**src/rtl/core_mem_pkg.sv**
```systemverilog
// Shared types and constants for the core/memory sequencer.
package core_mem_pkg;

    typedef enum logic [2:0] {
        ST_IDLE,
        ST_FETCH,
        ST_DECODE,
        ST_DATA,
        ST_COMMIT,
        ST_HALT
    } state_t;

    localparam logic [31:0] NOP_INSTR   = 32'h0000_0013;
    localparam int          ERR_TIMEOUT = 0;
    localparam int          ERR_ALIGN   = 1;

endpackage

```
**src/rtl/core_mem_sequencer_if.sv**
```systemverilog
// Single-port memory bus shared by instruction fetch and load/store.
interface core_mem_sequencer_if #(
    parameter int N = 32
);
    logic         mem_req;
    logic         mem_we;
    logic [N-1:0] mem_addr;
    logic [N-1:0] mem_wdata;
    logic         mem_ack;
    logic [N-1:0] mem_rdata;

    modport master (
        output mem_req, mem_we, mem_addr, mem_wdata,
        input  mem_ack, mem_rdata
    );

    modport slave (
        input  mem_req, mem_we, mem_addr, mem_wdata,
        output mem_ack, mem_rdata
    );
endinterface

```
**src/rtl/mem_ack_timer.sv**
```systemverilog
// Counts cycles spent waiting for a memory acknowledge; flags expiry on
// the TIMEOUT-th consecutive wait cycle.
module mem_ack_timer #(
    parameter int TIMEOUT = 15
) (
    input  logic clk,
    input  logic reset,
    input  logic clear,
    input  logic enable,
    output logic expired
);
    logic [7:0] count;

    // Wait-cycle counter: clear has priority so a new request starts from zero.
    always_ff @(posedge clk or negedge reset) begin
        if (!reset) begin
            count <= '0;
        end else if (clear) begin
            count <= '0;
        end else if (enable) begin
            count <= count + 8'd1;
        end
    end

    // count holds the number of wait cycles already elapsed before this one.
    assign expired = enable && (count == 8'(TIMEOUT - 1));
endmodule

```
**src/rtl/core_mem_sequencer.sv**
```systemverilog
// Multi-cycle sequencer letting a single-cycle RV32 core share one memory
// port for fetch and load/store; steps the core with a one-cycle commit.
module core_mem_sequencer
    import core_mem_pkg::*;
#(
    parameter int N       = 32,
    parameter int TIMEOUT = 15
) (
    input  logic                clk,
    input  logic                reset,
    input  logic                run,
    input  logic [N-1:0]        pc_addr,
    input  logic [N-1:0]        dmem_addr,
    input  logic [N-1:0]        dmem_wdata,
    input  logic                dmem_read,
    input  logic                dmem_write,
    output logic [31:0]         instruction,
    output logic [N-1:0]        dmem_rdata,
    output logic                core_step,
    output logic                busy,
    output logic [1:0]          err,
    core_mem_sequencer_if.master mem
);
    state_t       state, state_n;
    logic [1:0]   err_set;
    logic         req_q, we_q;
    logic [N-1:0] addr_q, wdata_q;
    logic         fetch_req, req_any, timer_clear, timer_expired;

    // The core PC only changes on core_step, so it is stable for the whole
    // FETCH state; it is used directly because a copy taken while leaving
    // COMMIT would still hold the pre-commit PC.
    assign fetch_req = (state == ST_FETCH) && (pc_addr[1:0] == 2'b00);
    assign req_any   = fetch_req || req_q;

    assign mem.mem_req   = req_any;
    assign mem.mem_we    = we_q;
    assign mem.mem_addr  = (state == ST_FETCH) ? pc_addr : addr_q;
    assign mem.mem_wdata = wdata_q;

    assign busy = (state != ST_IDLE) && (state != ST_HALT);
    assign err  = err_q_out();

    logic [1:0] err_q;
    function automatic logic [1:0] err_q_out();
        return err_q;
    endfunction

    assign timer_clear = (state_n != state) || mem.mem_ack;

    mem_ack_timer #(.TIMEOUT(TIMEOUT)) u_timer (
        .clk     (clk),
        .reset   (reset),
        .clear   (timer_clear),
        .enable  (req_any && !mem.mem_ack),
        .expired (timer_expired)
    );

    // State register.
    always_ff @(posedge clk or negedge reset) begin
        if (!reset) begin
            state <= ST_IDLE;
        end else begin
            state <= state_n;
        end
    end

    // Next-state decode and error detection.
    always_comb begin
        state_n = state;
        err_set = 2'b00;
        case (state)
            ST_IDLE: begin
                if (run) state_n = ST_FETCH;
            end
            ST_FETCH: begin
                if (pc_addr[1:0] != 2'b00) begin
                    err_set[ERR_ALIGN] = 1'b1;
                    state_n            = ST_HALT;
                end else if (mem.mem_ack) begin
                    state_n = ST_DECODE;
                end else if (timer_expired) begin
                    err_set[ERR_TIMEOUT] = 1'b1;
                    state_n              = ST_HALT;
                end
            end
            ST_DECODE: begin
                // Core decode outputs have settled from the registered
                // instruction, so the data request is checked before issue.
                if (dmem_read && dmem_write) begin
                    err_set[ERR_ALIGN] = 1'b1;
                    state_n            = ST_HALT;
                end else if (dmem_read || dmem_write) begin
                    if (dmem_addr[1:0] != 2'b00) begin
                        err_set[ERR_ALIGN] = 1'b1;
                        state_n            = ST_HALT;
                    end else begin
                        state_n = ST_DATA;
                    end
                end else begin
                    state_n = ST_COMMIT;
                end
            end
            ST_DATA: begin
                if (mem.mem_ack) begin
                    state_n = ST_COMMIT;
                end else if (timer_expired) begin
                    err_set[ERR_TIMEOUT] = 1'b1;
                    state_n              = ST_HALT;
                end
            end
            ST_COMMIT: begin
                state_n = run ? ST_FETCH : ST_IDLE;
            end
            ST_HALT: begin
                state_n = ST_HALT;
            end
            default: begin
                state_n = ST_IDLE;
            end
        endcase
    end

    // Output registers: request/address captured on entry to DATA, read
    // data captured on acknowledge, errors accumulated until reset.
    always_ff @(posedge clk or negedge reset) begin
        if (!reset) begin
            instruction <= NOP_INSTR;
            dmem_rdata  <= '0;
            core_step   <= 1'b0;
            req_q       <= 1'b0;
            we_q        <= 1'b0;
            addr_q      <= '0;
            wdata_q     <= '0;
            err_q       <= 2'b00;
        end else begin
            core_step <= (state_n == ST_COMMIT);
            req_q     <= (state_n == ST_DATA);
            if ((state == ST_DECODE) && (state_n == ST_DATA)) begin
                addr_q  <= dmem_addr;
                we_q    <= dmem_write;
                wdata_q <= dmem_wdata;
            end else if (state_n != ST_DATA) begin
                we_q <= 1'b0;
            end
            if (fetch_req && mem.mem_ack) begin
                instruction <= mem.mem_rdata[31:0];
            end
            if ((state == ST_DATA) && mem.mem_ack && !we_q) begin
                dmem_rdata <= mem.mem_rdata;
            end
            err_q <= err_q | err_set;
        end
    end
endmodule

```
**src/flat_wrapper.sv**
```systemverilog
// flat-port wrapper written by rule: the top's interface ports become plain ports
module core_mem_sequencer_flat import core_mem_pkg::*;
#(
    parameter int N       = 32,
    parameter int TIMEOUT = 15
)
  (clk, reset, run, pc_addr, dmem_addr, dmem_wdata, dmem_read, dmem_write, instruction, dmem_rdata, core_step, busy, err, mem_mem_req, mem_mem_we, mem_mem_addr, mem_mem_wdata, mem_mem_ack, mem_mem_rdata);
  core_mem_sequencer_if #(.N(N)) mem_i ();
  input  logic clk;
  input  logic reset;
  input  logic run;
  input  logic [N-1:0] pc_addr;
  input  logic [N-1:0] dmem_addr;
  input  logic [N-1:0] dmem_wdata;
  input  logic dmem_read;
  input  logic dmem_write;
  output logic [31:0] instruction;
  output logic [N-1:0] dmem_rdata;
  output logic core_step;
  output logic busy;
  output logic [1:0] err;
  output wire logic [$bits(mem_i.mem_req)-1:0] mem_mem_req;
  output wire logic [$bits(mem_i.mem_we)-1:0] mem_mem_we;
  output wire logic [$bits(mem_i.mem_addr)-1:0] mem_mem_addr;
  output wire logic [$bits(mem_i.mem_wdata)-1:0] mem_mem_wdata;
  input wire logic [$bits(mem_i.mem_ack)-1:0] mem_mem_ack;
  input wire logic [$bits(mem_i.mem_rdata)-1:0] mem_mem_rdata;
  assign mem_mem_req = mem_i.mem_req;
  assign mem_mem_we = mem_i.mem_we;
  assign mem_mem_addr = mem_i.mem_addr;
  assign mem_mem_wdata = mem_i.mem_wdata;
  assign mem_i.mem_ack = mem_mem_ack;
  assign mem_i.mem_rdata = mem_mem_rdata;
  core_mem_sequencer #(.N(N), .TIMEOUT(TIMEOUT)) u_core (.clk(clk), .reset(reset), .run(run), .pc_addr(pc_addr), .dmem_addr(dmem_addr), .dmem_wdata(dmem_wdata), .dmem_read(dmem_read), .dmem_write(dmem_write), .instruction(instruction), .dmem_rdata(dmem_rdata), .core_step(core_step), .busy(busy), .err(err), .mem(mem_i));
endmodule
```
**config.mk**
```make
export PLATFORM = sky130hd
export DESIGN_NAME = core_mem_sequencer_flat
export DESIGN_NICKNAME = d
export VERILOG_FILES = /design/src/rtl/core_mem_pkg.sv /design/src/rtl/core_mem_sequencer_if.sv /design/src/rtl/mem_ack_timer.sv /design/src/rtl/core_mem_sequencer.sv /design/src/flat_wrapper.sv
export SDC_FILE = /design/constraint.sdc
export NUM_CORES = 1
export LEC_CHECK = 0
export ABC_AREA = 0
export CAP_MARGIN = 20
export CORE_AREA = 2 2 134 110
export CTS_CLUSTER_DIAMETER = 60
export DETAILED_ROUTE_END_ITERATION = 12
export DIE_AREA = 0 0 136 112
export PLACE_DENSITY = 0.83
export SYNTH_ARGS = -nofsm -noshare
export SYNTH_HDL_FRONTEND = slang
export SYNTH_HIERARCHICAL = 1
export SYNTH_SLANG_ARGS = --single-unit
```
**constraint.sdc**
```tcl
create_clock -name clk -period 6.6 [get_ports clk]
set_input_delay 1.32 -clock clk [delete_from_list [all_inputs] [get_ports clk]]
set_output_delay 1.32 -clock clk [all_outputs]
set_load 0.01 [all_outputs]
```
==> impl_metrics.yaml, run 1 <==
synthesis:
  post-synth-top-count-cell: "dfrtp_1"
  synth_edf_count: 0
  yosysSeqAreaShare: 0.575
  syn-cell-area_um2: 6270
  synth_commonest_cells: "dfrtp_1, mux2_2, mux2_4"
  postSynthCellCount: 412
  syn_nets: 548
  synth_warnings: 6
  synth_area_per_cell_um2: 15.2
  ys_dominant_reg_cell: "dfrtp_1"
  synth-seq-cells: 144
  async_flop_share: 1.00
  synth_top_cell_by_area: "dfrtp_1"
  synth_top_area_frac: 0.562
  synth.area.top_cells: "dfrtp_1, mux2_2, mux2_4"
  ys_types: 44
global_route:
  grt_max_degree: 74
  antenna_found_initial: 0
  grt_pass1_vias: 4794
  grt_pass1_wl_um: 25400
  grt_usage: 0.219
  overflow: 0
sta:
  slew_violations: 0
  period_share: 0.651
  rsz0062_at_grt: "no"
  worst_slew_pin_slew_ps: 933
  setup_violations: 0
  hold_viol_final: 0
  finalSetupTns_ps: 0
  period_minus_slack_ps: 4290
  finClkSkew_ps: 7.56
  slew_headroom: 0.378
  timing.hold.ws_ps: 483
  fmax_ghz: 0.233
floorplanning:
  rows: 39
  die_y_um: 112
  die_w_um: 136
  start_util: 0.450
  dieArea_um2: 15200
  fp.coreArea_um2: 14000
  num_io_pins: 268
layout:
  syn2layout_area_growth_pct: 54.3
  nNetsFinal: 818
  diodes: 0
  drive_gt1_frac: 0.283
  final_util: 0.694
detailed_routing:
  drc_errors: 0
  wl_um: 16000
  drtPass1Iterations: 5
  wl_per_cell_um: 18.3
  drt_first_iter_violations: 213
  num_vias: 4430
  ant_nets: 0
  vias_per_cell: 5.04
power_and_ir_drop:
  swShare: 0.271
  combPwrFrac: 0.320
  pwr-share-clk: 0.304
  peakVddDrop_v: 0.000247
  p_leak_nw: 4.44
  internal_power_mw: 2.21
  p_seq_frac: 0.376
  switching_power_uw: 823
  p_total_mw: 3.03
  powerDensity_nw_per_um2: 313
job:
  cap_violations: 0
critical_path:
  crit_required_ps: 5280
  cp.arrival_ps: 2970
  crit_family: "buffers and inverters"
  cp_max_fo: 24
  cp-start-kind: "flop"
  crit_slowest_cell: "nor3b_4"
  reg2reg_slack_ps: 3020
  crit_buf_inv: 2
  path_class: "reg -> out"
  cp_slowest_stage_delay_ps: 630
  cp_cell_sequence: "nor3b_4, buf_4, mux2_2, clkdlybuf4s50_1"
  cp-end-kind: "primary output"
clocking:
  h-tree-depth: 4
  clockRootBuffer: "clkbuf_16"
  cts.path.max_buffers: 2
  cts_tree: "built"
  cts_resized: 0
  clk_pin_slew_ps: 60
  cts_made_buffers: 17
  postCtsSetupBuffers: 0
  insertion_delay_ps: 410
  cts.sinks: 144
  postCtsHoldBufs: 0
worst_hold_path:
  hold_path.class: "reg -> reg"
place:
  hpwl_um: 11700
  gp_congestion: 0.834
  port_buffers: 267
run_status:
  status: "finished clean"
-- final timing paths --
kind,from,end,cells past startpoint
worst max-delay path,u_core/state[0],mem_mem_addr[2],4
worst min-delay path,u_core/addr_q[1],u_core/addr_q[1],1
worst max register to register,u_core/state[0],u_core/u_timer/count[2],9
worst min register to register,u_core/addr_q[1],u_core/addr_q[1],1
max in group asynchronous,reset,u_core/dmem_rdata[7],2
min in group asynchronous,reset,u_core/addr_q[14],1
-- per-stage QoR --
step / cell area [um2] / worst slack [ps] / instances
after floorplan: 6270 / 3240 / 412
after CTS: 9680 / 2260 / 879
after global routing: 9680 / 2110 / 879
after global placement: 9090 / 2460 / 847
final: 9680 / 2310 / 879
after detailed placement: 9090 / 2330 / 847
-- flip-flops by register name, summed over array words and instances (netlist names) --
register              cells
u_core/addr_q            32
u_core/core_step          1
u_core/dmem_rdata        32
u_core/err                2
u_core/instruction       32
u_core/mem.mem_wdata     32
u_core/mem.mem_we         1
u_core/req_q              1
u_core/state              3
u_core/u_timer/count      8
-- logic make-up (layout without fill, tap and decap cells) --
family / count (synthesis) / in the layout / synth area share
buffers and inverters: 23 / 306 / 0.0247
flip-flops: 144 / 144 / 0.575
XOR/XNOR: 5 / 5 / 0.00698
multiplexers: 158 / 158 / 0.312
AND/OR/NAND/NOR: 53 / 53 / 0.0487
adder cells (fa/ha/maj): 2 / 2 / 0.00399
AO/OA/AOI/OAI: 27 / 27 / 0.0291
-- cells in the final DEF, fill, tap and decap left out, types with 2 or more instances in the layout --
cell type and count:
a21o_1 2, a21oi_1 7, and2_1 3, buf_4 5, clkbuf_16 17, clkbuf_8 4, clkdlybuf4s50_1 266, clkinv_4 4
clkinvlp_4 5, dfrtp_1 141, dfstp_2 3, ha_1 2, inv_1 2, mux2_1 9, mux2_2 102, mux2_4 47
nand2_1 5, nand2b_1 4, nand3_1 7, nand3b_1 2, nand4_1 4, nor2_1 11, nor2b_1 3, nor3_1 2
nor3b_1 2, o21ai_0 6, o21bai_1 2, or3_1 3, xor2_1 4
-- per-layer routing --
layer / global-route usage / vias up / wire, um
met5: 0 / - / 0
met4: 0.0597 / 0 / 122
met3: 0.0943 / 12 / 1710
met2: 0.368 / 200 / 8020
met1: 0.256 / 2186 / 6200
li1: - / 2032 / -
-- power by group through the flow --
stage	logic [mW]	clock network [mW]	registers (mW)
4_1_cts	0.983	0.948	1.14
2_1_floorplan	0.344	0	1.20
5_1_grt	1.04	0.986	1.16
3_3_place_gp	0.955	0	1.14
3_5_place_dp	0.973	0	1.15
6_report	0.971	0.922	1.14
-- final cells by class --
type	count	area (um2)
clock buffer	21	480
timing repair buffer	272	2710
clock inverter	11	108
inverter	2	7.51
fill	948	4270
sequential	144	3610
tap	184	230
multi-input combinational	245	2540
No activity file was read; power rests on OpenSTA's default activity.
==> inputs of run 2 (changes only) <==
--- a/config.mk
+++ b/config.mk
@@ -7,11 +7,11 @@
 export LEC_CHECK = 0
 export ABC_AREA = 0
 export CAP_MARGIN = 20
-export CORE_AREA = 2 2 134 110
+export CORE_AREA = 2 2 145 119
 export CTS_CLUSTER_DIAMETER = 60
 export DETAILED_ROUTE_END_ITERATION = 12
-export DIE_AREA = 0 0 136 112
-export PLACE_DENSITY = 0.83
+export DIE_AREA = 0 0 147 121
+export PLACE_DENSITY = 0.75
 export SYNTH_ARGS = -nofsm -noshare
 export SYNTH_HDL_FRONTEND = slang
 export SYNTH_HIERARCHICAL = 1
==> constraint.sdc (replaced) <==
create_clock -name clk -period 3.9 [get_ports clk]
set_input_delay 0.78 -clock clk [delete_from_list [all_inputs] [get_ports clk]]
set_output_delay 0.78 -clock clk [all_outputs]
set_load 0.01 [all_outputs]
==> run 2 against run 1 <==
Via count is 0.61% lower. Flip-flop and latch count stayed put. Critical endpoint is now mem_mem_addr[31]. Worst hold slack worse by 92 ps. Clock-buffer cell count is 3 lower. Register-to-register slack worse by 2000 ps. Combinational power is 69% higher.
==> impl_metrics.yaml, run 2 (synthesized netlist as in run 1, its figures left out) <==
layout:
  final_common_cell: "clkdlybuf4s50_1"
  postLayoutCellArea_um2: 9860
  mostFrequentLayoutCells: "clkdlybuf4s50_1, dfrtp_1, mux2_2"
  drive_gt1_frac: 0.289
  multi_input_area_um2: 2540
  diodes: 0
  syn2layout_area_growth_pct: 57.1
  finalNonFillerCells: 920
  fillers: 1249
  final_util: 0.605
  nNetsFinal: 823
  regArea_um2: 3610
power_and_ir_drop:
  p_leak_nw: 4.51
  peakVddDrop_v: 0.000288
  powerDensity_nw_per_um2: 547
  p_total_mw: 5.39
place:
  place_area_um2: 9190
  dp_slack_ps: 445
  port_buffers: 267
  gp_congestion: 0.818
  hpwl_um: 11900
  dpl.cell_count: 888
critical_path:
  cp.arrival_ps: 2680
  crit_required_ps: 3120
  crit_buf_inv: 2
  cp_slowest_stage_delay_ps: 610
  crit_family: "buffers and inverters"
  path_class: "reg -> out"
  cp_max_fo: 33
  cp-end-kind: "primary output"
  crit_slowest_cell: "dfrtp_1"
  cp-start-kind: "flop"
  cp_cell_sequence: "nor3b_4, buf_4, mux2_2, clkdlybuf4s50_1"
clocking:
  postCtsHoldBufs: 0
  cts_tree: "built"
  postCtsSetupBuffers: 0
  cts.path.max_buffers: 2
  cts_made_buffers: 17
  insertion_delay_ps: 410
  clk_pin_slew_ps: 60
  h-tree-depth: 4
  clockRootBuffer: "clkbuf_16"
  cts_resized: 0
  cts.sinks: 144
sta:
  period_share: 0.887
  fmax_ghz: 0.289
  finClkSkew_ps: 6.05
  period_minus_slack_ps: 3460
  rsz0062_at_grt: "no"
  finalSetupTns_ps: 0
  setup_violations: 0
  hold_viol_final: 0
  worst_slew_pin_slew_ps: 724
  worst_slack_ps: 441
  slew_headroom: 0.518
  timing.hold.ws_ps: 391
  slew_violations: 0
global_route:
  grt_max_degree: 80
  grt_pass1_wl_um: 25700
  grt_pass1_vias: 4860
  antenna_found_initial: 0
  overflow: 0
  grt_usage: 0.187
detailed_routing:
  wl_per_cell_um: 17.7
  vias_per_cell: 4.79
  drc_errors: 0
  drt_first_iter_violations: 192
  num_vias: 4403
  ant_nets: 0
  drtPass1Iterations: 4
  wl_um: 16300
floorplanning:
  rows: 42
  start_util: 0.385
  die_y_um: 121
  fp.coreArea_um2: 16300
  dieArea_um2: 17800
  die_w_um: 147
  num_io_pins: 268
worst_hold_path:
  hold_path.class: "in -> async"
run_status:
  status: "finished clean"
job:
  cap_violations: 0
run 2: changes by cell type in the layout (fill, tap and decap cells not counted), moves of 2 or more:
cell / delta
bufinv_16: +4
clkinvlp_4: -2
inv_6: +4
clkinv_4: -3
clkbuf_8: -3
buf_4: +4
run 2: final timing paths:
check	from	to	slack (ps)	depth (start not counted)
max in group asynchronous	reset	u_core/mem.mem_wdata[25]	2690	2
min	reset	u_core/dmem_rdata[24]	390	1
max reg2reg	u_core/state[0]	u_core/u_timer/count[3]	1030	9
min in group clk	u_core/addr_q[0]	u_core/addr_q[0]	490	1
min reg2reg	u_core/addr_q[0]	u_core/addr_q[0]	490	1
max	u_core/state[0]	mem_mem_addr[31]	440	4
run 2: report_power, final:
part / internal, mW / switching, mW / leakage, nW
Clock: 1.17 / 0.660 / 0.316
Combinational: 1.03 / 0.609 / 2.26
Sequential: 1.77 / 0.164 / 1.93
run 2: area by class of cell:
cell class                      instances  share of cell area
Sequential cell                       144               0.366
Timing Repair Buffer                  277               0.280
Multi-Input combinational cell        245               0.257
Clock buffer                           18              0.0446
Tap cell                              220              0.0279
Clock inverter                         14              0.0231
Inverter                                2            0.000762
run 2: metal layers:
metal  GRT usage  vias to the layer above  wire length [um]
met1       0.218                     2155              6520
met2       0.312                      196              7940
met4      0.0577                        0               247
li1            -                     2031                 -
met3      0.0857                       21              1610
met5           0                        -                 0
==> inputs of run 3 (changes only) <==
--- a/config.mk
+++ b/config.mk
@@ -11,6 +11,7 @@
 export CTS_CLUSTER_DIAMETER = 60
 export DETAILED_ROUTE_END_ITERATION = 12
 export DIE_AREA = 0 0 147 121
+export GPL_TIMING_DRIVEN = 0
 export PLACE_DENSITY = 0.75
 export SYNTH_ARGS = -nofsm -noshare
 export SYNTH_HDL_FRONTEND = slang
==> run 3 against run 2 <==
Sequential power barely moved. Clock-buffer cell count unchanged. Cell count increased by 1.3%. Via count increased by 3.1%. Clock skew barely moved. Critical path type is now in -> reg. Largest cell class unchanged.
==> impl_metrics.yaml, run 3 (synthesized netlist as in run 1, its figures left out) <==
sta:
  hold_viol_final: 0
  slew_headroom: 0.587
  worst_slew_pin_slew_ps: 615
  fmax_ghz: 0.285
  rsz0062_at_grt: "no"
  finClkSkew_ps: 6.30
  setup_violations: 0
  period_share: 0.901
  worst_slack_ps: 387
  slew_violations: 0
  timing.hold.ws_ps: 305
  period_minus_slack_ps: 3510
floorplanning:
  start_util: 0.385
  fp.coreArea_um2: 16300
  rows: 42
  num_io_pins: 268
  die_w_um: 147
  die_y_um: 121
  dieArea_um2: 17800
critical_path:
  cp-end-kind: "flop"
  reg2reg_to: "u_core/u_timer/count[4]"
  crit_required_ps: 4180
  cp.arrival_ps: 3800
  cp_max_fo: 8
  cp-start-kind: "primary input"
  reg2reg_slack_ps: 400
  path_class: "in -> reg"
  endpoint: "u_core/u_timer/count[4]"
  reg2reg_depth: 12
  rr_startpoint: "u_core/state[1]"
  cp-startpoint: "pc_addr[0]"
detailed_routing:
  drc_errors: 0
  wl_um: 16600
  num_vias: 4538
  ant_nets: 0
  vias_per_cell: 4.87
  drt_first_iter_violations: 162
  wl_per_cell_um: 17.8
  drtPass1Iterations: 4
clocking:
  cts.path.max_buffers: 2
  insertion_delay_ps: 410
  h-tree-depth: 4
  cts.sinks: 144
  postCtsSetupBuffers: 0
  cts_tree: "built"
  clk_pin_slew_ps: 60
  clockRootBuffer: "clkbuf_16"
  cts_made_buffers: 17
global_route:
  antenna_found_initial: 0
  grt_usage: 0.193
  grt_max_degree: 91
  grt_pass1_vias: 4998
  grt_pass1_wl_um: 26600
  overflow: 0
worst_hold_path:
  hold_path.class: "in -> async"
power_and_ir_drop:
  peakVddDrop_v: 0.000306
  powerDensity_nw_per_um2: 545
  p_leak_nw: 4.57
place:
  port_buffers: 267
  hpwl_um: 12300
  dp_slack_ps: -6.94
  gp_congestion: 0.824
layout:
  syn2layout_area_growth_pct: 58.2
  mostFrequentLayoutCells: "clkdlybuf4s50_1, dfrtp_1, mux2_2"
  drive_gt1_frac: 0.294
  final_common_cell: "clkdlybuf4s50_1"
  nNetsFinal: 835
  fillers: 1238
  diodes: 0
job:
  cap_violations: 0
run_status:
  status: "finished clean"
run 3: changes by cell type in the layout (fill, tap and decap cells not counted), moves of 2 or more:
cell	previous run	this run
buf_4	9	4
buf_6	1	7
clkinvlp_4	3	1
buf_2	0	7
clkbuf_1	0	4
clkinv_4	1	3
run 3: repair_timing:
| item | in CTS | in global routing |
|---|---|---|
| hold buffers | 0 | 0 |
| endpoints found under the setup margin | 0 | 8 |
| gates resized for setup | 0 | 1 |
run 3: worst min-delay path by stage:
stage,endpoint,slack (ps),cells after the start
3_3_place_gp,u_core/addr_q[0],460,1
2_1_floorplan,u_core/addr_q[0],450,1
6_report,u_core/dmem_rdata[21],310,1
4_1_cts,u_core/dmem_rdata[21],310,1
5_1_grt,u_core/dmem_rdata[21],340,1
3_5_place_dp,u_core/addr_q[0],470,1
run 3: metal layers:
metal | GRT usage | vias to the layer above | part of all wire
met2 | 0.316 | 193 | 0.49
li1 | - | 2064 | -
met1 | 0.230 | 2255 | 0.39
met5 | 0 | - | 0
met4 | 0.0709 | 0 | 0.020
met3 | 0.0797 | 26 | 0.096
run 3: stage by stage:
step	util	instances	setup TNS, ps	instance area [um2]	power [mW]
floorplan	-	412	0	6270	2.62
global placement	0.566	899	-499420	9220	3.58
detailed placement	0.568	900	-9.60	9250	3.62
CTS	0.609	932	0	9920	5.47
global route	0.609	932	0	9920	5.67
finish	0.609	932	0	9920	5.41
run 3: worst max-delay path: stages:
cell             delay (ps)
clkdlybuf4s50_1         480
nor2_1                  320
a21o_1                  190
nor2b_1                 170
buf_4                   180
nand3_1                 120
nor3_1                  540
nand2b_1                140
a311o_1                 370
nand4_1                  90
clkbuf_1                310
nor2_1                  100
run 3: power breakdown:
part           leakage [nW]  internal (mW)  total, mW  switching (mW)
Clock                 0.323           1.17       1.82           0.651
Sequential             1.93           1.77       1.91           0.139
Combinational          2.31           1.05       1.69           0.641
run 3: cell type report:
class | instances | area (um2) | area share
inverters | 2 | 7.51 | 0.000756
clock buffers | 18 | 439 | 0.0443
plain buffers | 21 | 148 | 0.0149
well taps | 220 | 275 | 0.0277
flip-flops and latches | 144 | 3610 | 0.363
repair buffers | 268 | 2700 | 0.272
multi-input cells | 245 | 2520 | 0.254
clock inverters | 14 | 228 | 0.0229
